==> src/rtl/pwm_seq_pkg.sv <==
// Shared types and defaults for the PWM soft-start sequencer.
package pwm_seq_pkg;

  typedef enum logic [2:0] {
    IDLE,
    RAMP_UP,
    RUN,
    RAMP_DOWN,
    FAULT
  } seq_state_t;

  localparam int unsigned DEF_RAMP_DIV = 16;

endpackage

==> src/rtl/ramp_tick_gen.sv <==
// Ramp prescaler: counts 0..RAMP_DIV-1 while enabled, pulses tick on the last count.
module ramp_tick_gen
  import pwm_seq_pkg::*;
#(
  parameter int unsigned RAMP_DIV = DEF_RAMP_DIV
) (
  input  logic clk,
  input  logic rst,
  input  logic clr,
  input  logic en,
  output logic tick
);

  localparam int unsigned CW = (RAMP_DIV > 1) ? $clog2(RAMP_DIV) : 1;
  localparam logic [CW-1:0] LAST = CW'(RAMP_DIV - 1);

  logic [CW-1:0] r_count;

  assign tick = en && (r_count == LAST);

  // NOTE: sequential state uses non-blocking assignments so every flop samples pre-edge values.
  always_ff @(posedge clk or negedge rst) begin
    if (!rst) begin
      r_count <= '0;
    end else if (clr || !en || tick) begin
      r_count <= '0;
    end else begin
      r_count <= r_count + CW'(1);
    end
  end

endmodule

==> src/rtl/pwm_softstart_seq.sv <==
// Soft-start / soft-stop sequencer driving pwm ena/duty, with latched hard-stop on fault.
module pwm_softstart_seq
  import pwm_seq_pkg::*;
#(
  parameter int unsigned N        = 8,
  parameter int unsigned RAMP_DIV = DEF_RAMP_DIV
) (
  input  logic         clk,
  input  logic         rst,
  input  logic         start,
  input  logic         stop,
  input  logic [N-1:0] target_duty,
  input  logic [N-1:0] step,
  input  logic         fault,
  input  logic         fault_clr,
  output logic         pwm_ena,
  output logic [N-1:0] pwm_duty,
  output logic         running,
  output logic         fault_latched
);

  seq_state_t   r_state, w_state_next;
  logic [N-1:0] r_duty, w_duty_next;
  logic [N-1:0] r_target, w_target_next;
  logic [N-1:0] r_step, w_step_next;
  logic         r_ena, w_ena_next;
  logic         r_running, w_running_next;
  logic         r_fault, w_fault_next;

  logic         w_tick;
  logic         w_in_ramp;
  logic [N:0]   w_sum;
  logic [N-1:0] w_up_duty;
  logic [N-1:0] w_down_duty;

  assign w_in_ramp = (r_state == RAMP_UP) || (r_state == RAMP_DOWN);

  // Any state change restarts the prescaler so each ramp's first tick is RAMP_DIV cycles out.
  ramp_tick_gen #(
    .RAMP_DIV(RAMP_DIV)
  ) u_tick (
    .clk (clk),
    .rst (rst),
    .clr (w_state_next != r_state),
    .en  (w_in_ramp),
    .tick(w_tick)
  );

  // The extra sum bit lets the clamp to target see an overflow instead of a wrapped value.
  assign w_sum       = {1'b0, r_duty} + {1'b0, r_step};
  assign w_up_duty   = (w_sum >= {1'b0, r_target}) ? r_target : w_sum[N-1:0];
  assign w_down_duty = (r_duty > r_step) ? (r_duty - r_step) : '0;

  // NOTE: every signal driven here gets a default first, so no path can infer a latch.
  always_comb begin
    w_state_next   = r_state;
    w_duty_next    = r_duty;
    w_target_next  = r_target;
    w_step_next    = r_step;
    w_ena_next     = r_ena;
    w_running_next = r_running;
    w_fault_next   = r_fault;

    if (fault) begin
      w_state_next   = FAULT;
      w_ena_next     = 1'b0;
      w_duty_next    = '0;
      w_running_next = 1'b0;
      w_fault_next   = 1'b1;
    end else begin
      unique case (r_state)
        IDLE: begin
          if (!stop && start && (target_duty != '0)) begin
            w_target_next = target_duty;
            w_step_next   = (step == '0) ? N'(1) : step;
            w_state_next  = RAMP_UP;
            w_ena_next    = 1'b1;
            w_duty_next   = '0;
          end
        end
        RAMP_UP: begin
          if (stop) begin
            w_state_next = RAMP_DOWN;
          end else if (w_tick) begin
            w_duty_next = w_up_duty;
            if (w_up_duty == r_target) begin
              w_state_next   = RUN;
              w_running_next = 1'b1;
            end
          end
        end
        RUN: begin
          w_ena_next     = 1'b1;
          w_duty_next    = r_target;
          w_running_next = 1'b1;
          if (stop) begin
            w_state_next   = RAMP_DOWN;
            w_running_next = 1'b0;
          end
        end
        RAMP_DOWN: begin
          if (w_tick) begin
            w_duty_next = w_down_duty;
            if (w_down_duty == '0) begin
              w_state_next = IDLE;
              w_ena_next   = 1'b0;
            end
          end
        end
        FAULT: begin
          if (fault_clr) begin
            w_state_next = IDLE;
            w_fault_next = 1'b0;
          end
        end
        default: begin
          w_state_next   = IDLE;
          w_ena_next     = 1'b0;
          w_duty_next    = '0;
          w_running_next = 1'b0;
          w_fault_next   = 1'b0;
        end
      endcase
    end
  end

  always_ff @(posedge clk or negedge rst) begin
    if (!rst) begin
      r_state   <= IDLE;
      r_duty    <= '0;
      r_target  <= '0;
      r_step    <= '0;
      r_ena     <= 1'b0;
      r_running <= 1'b0;
      r_fault   <= 1'b0;
    end else begin
      r_state   <= w_state_next;
      r_duty    <= w_duty_next;
      r_target  <= w_target_next;
      r_step    <= w_step_next;
      r_ena     <= w_ena_next;
      r_running <= w_running_next;
      r_fault   <= w_fault_next;
    end
  end

  assign pwm_ena       = r_ena;
  assign pwm_duty      = r_duty;
  assign running       = r_running;
  assign fault_latched = r_fault;

endmodule
==> config.mk <==
export PLATFORM = sky130hd
export DESIGN_NAME = pwm_softstart_seq
export DESIGN_NICKNAME = d
export VERILOG_FILES = /design/src/rtl/pwm_seq_pkg.sv /design/src/rtl/ramp_tick_gen.sv /design/src/rtl/pwm_softstart_seq.sv
export SDC_FILE = /design/constraint.sdc
export NUM_CORES = 1
export LEC_CHECK = 0
export ABC_AREA = 1
export BUFFER_PORTS_ARGS = -buffer_cell sky130_fd_sc_hd__buf_2
export CORE_ASPECT_RATIO = 1.2
export CORE_MARGIN = 4
export CORE_UTILIZATION = 48
export CTS_CLUSTER_DIAMETER = 100
export DETAILED_ROUTE_END_ITERATION = 6
export GPL_ROUTABILITY_DRIVEN = 0
export GPL_TIMING_DRIVEN = 0
export PLACE_DENSITY_LB_ADDON = 0.25
export SKIP_LAST_GASP = 1
export SLEW_MARGIN = 20
export SYNTH_ARGS = -nofsm -noshare
export SYNTH_HDL_FRONTEND = slang
export SYNTH_HIERARCHICAL = 1
export SYNTH_SLANG_ARGS = --single-unit
export TNS_END_PERCENT = 50
==> constraint.sdc <==
create_clock -name clk -period 3.4 [get_ports clk]
set_clock_uncertainty 0.2 [all_clocks]
set_input_delay 0.34 -clock clk [delete_from_list [all_inputs] [get_ports clk]]
set_output_delay 0.34 -clock clk [all_outputs]
set_load 0.05 [all_outputs]
==> impl_metrics.yaml <==
setup_path:
  r2r_end: "u_tick/r_count[3]"
  required_ns: 3.43
  slowest_stage: "dfrtp_2"
  cp-startpoint: "pwm_duty[0]"
  startpoint_type: "flip-flop"
  path_class: "flip-flop to flip-flop"
  slowest_delay_ns: 0.43
  arrival_ns: 3.95
  rr_startpoint: "pwm_duty[0]"
  crit_path_end_kind: "flip-flop"
  cp_max_fo: 6
  cp_common_cell: "nand2_1"
  ff2ff_path_depth: 28
  rrSetupSlack_ns: -0.52
global_route:
  grt.total_usage: 0.246
  antenna_found_initial: 0
  grt_first_pass_wirelength_um: 14500
  grt_start_max_net_pins: 35
  grt_pass1_vias: 3160
  global_route.overflow_total: 0
detailed_routing:
  avgViaCountPerCell: 5.49
  wl_per_cell_um: 15.1
  drt_iter0_drc: 209
  route.vias.total: 3275
  dr.pass1.iters: 5
  drc_errors: 0
  totalWireLength_um: 9020
  ant_nets: 0
logic_synthesis:
  synth_area_leaders: "dfrtp_1 28%, nand2_1 16%, ha_1 10%"
  synth_fp_nets: 494
  async_flop_share: 1.00
  synth-seq-area-share: 0.278
  ys_ff_latch: 34
  synth_most_common_cell: "nand2_1"
  synth_area_um2: 3060
  synth_area_leader_cell: "dfrtp_1"
  synthFlopType: "dfrtp_1"
  yosys_warnings: 6
  synth_commonest_cells: "130 x nand2_1, 48 x inv_1, 38 x nor2_1, 34 x dfrtp_1, 34 x o21ai_0"
  yosys.area.top_type_share: 0.278
  synth_cells: 445
  syn_area_per_cell_um2: 6.87
  ys_types: 40
  synth-edff-count: 0
flow_run:
  max_cap_violations: 0
clock_network:
  clock_sinks: 34
  clock_latency_ns: 0.29
  htree_levels: 2
  clkTransAtPathRegs_ns: 0.07
  cts_tree: "done"
  cts_made_buffers: 5
  clk_path_buf_depth: 2
  root_buffer: "clkbuf_8"
placement:
  dp_cells: 559
  pre_cts_ws_ns: -0.679
  hpwlAfterDp_um: 6750
  portBuffers: 32
sta:
  slew_viol_final: 0
  worst-slew-pin-transition_ns: 1.04
  period_share: 1.15
  hold_slack_ns: 0.0737
  setup_slack_ns: -0.523
  relSlewSlack: 0.296
  max_freq_mhz: 255
  rsz0062_at_grt: "true"
  hold_viol: 0
  setup_violations: 8
  layout_min_cycle_time_ns: 3.92
min_path:
  min_path_type: "primary input to flip-flop"
  hp-start: "step[5]"
  worstHoldEndpoint: "r_step[5]"
  hold_depth: 3
power_and_ir_drop:
  p_leak_nw: 1.97
  ir_drop_mv: 0.320
  power_density_nw_per_um2: 530
finish:
  final_util: 0.647
  nets: 562
  fin_cells: 596
  final_layout_size_suffix_gt1_frac: 0.302
  diodes: 0
  area_growth_pct: 29.7
die:
  dieWidth_um: 80.9
  core_area_um2: 6130
  num_rows: 31
  die_y_um: 95.4
  io_pins: 33
  die_area_um2: 7720
  start_util: 0.499
run_status:
  status: "finished with violations"
  violations: "setup timing"
-- worst max path at each step --
stage,cells after the start,end,slack [ns]
final,28,u_tick/r_count[3],-0.52
after global routing,30,u_tick/r_count[2],-0.75
after CTS,31,u_tick/r_count[2],-0.39
after detailed placement,32,u_tick/r_count[0],-0.68
after global placement,32,u_tick/r_count[0],-0.59
after floorplan,30,u_tick/r_count[0],-0.23
-- power by group --
| group | leakage [nW] | switching [mW] | internal [mW] |
|---|---|---|---|
| combinational | 1.48 | 0.712 | 0.518 |
| sequential | 0.427 | 0.0450 | 0.461 |
| clock | 0.0579 | 0.149 | 0.216 |
| total | 1.97 | 0.906 | 1.19 |
-- critical path, delay by kind of cell (launching register included) --
kind,cells,cell delay [ns]
buf+inv,4,0.51
xor+xnor,1,0.18
compound gates,1,0.13
flops,1,0.43
fa+ha+maj,3,0.85
simple gates,19,1.55
-- registers in the layout (all words and copies together) (netlist names) --
register        flops
r_step              8
pwm_duty            8
running             1
r_target            8
fault_latched       1
u_tick/r_count      4
pwm_ena             1
r_state             3
-- stage by stage --
stage,area (um2),power [mW],TNS [ns]
floorplan,3150,1.19,-0.858
global placement,3410,1.38,-2.70
detailed placement,3410,1.40,-3.39
CTS,3870,2.01,-1.68
global route,3970,2.25,-4.47
finish,3970,2.10,-2.60
-- cells by family after synthesis --
logic type / synth area share
flops: 0.278
buf+inv: 0.0982
compound gates: 0.149
xor+xnor: 0.0172
simple gates: 0.342
fa+ha+maj: 0.115
-- layout make-up --
type | count | area [um2]
multi-input cells | 339 | 2190
fillers | 553 | 2160
flip-flops and latches | 34 | 858
repair buffers | 61 | 399
inverters | 62 | 238
well taps | 82 | 103
plain buffers | 10 | 71.3
clock buffers | 5 | 68.8
clock inverters | 3 | 40.0
-- what timing repair did --
action | in CTS | in global routing
hold buffers | 1 | 0
resized for setup | 32 | 19
pin swaps | 21 | 17
buffers inserted | 25 | 4
endpoints found under the hold margin | 34 | 0
setup endpoints to repair | 11 | 12
-- routing by layer --
layer / up-vias / global-route usage / wire (um)
met3: 35 / 0.0312 / 289
met1: 1553 / 0.287 / 3700
met2: 90 / 0.432 / 4610
li1: 1597 / - / -
met5: - / 0 / 0
met4: 0 / 0.132 / 417
-- cell usage in the layout (no fill, tap or decap), types with 3 or more instances in the layout --
cell      count
ha_1         16
clkbuf_1      6
nand3_1      19
nand2_2      16
xor2_1        4
ha_4          9
buf_2        32
nand2_4       3
dfrtp_2       6
dfrtp_1      28
a31oi_1       4
nand3_2       4
nand2_1     115
nor3_2        8
buf_4        23
inv_1        44
clkbuf_8      5
nand4_1      11
o21ai_1       6
a21oi_2       3
buf_6         8
nor2_4        4
nor2_1       34
o211ai_1      4
a21oi_1      10
nor4_1        3
nor2_2        5
o311ai_0      3
inv_2        14
nor3_1        5
o21ai_0      33
(Power assumes the default switching activity.)
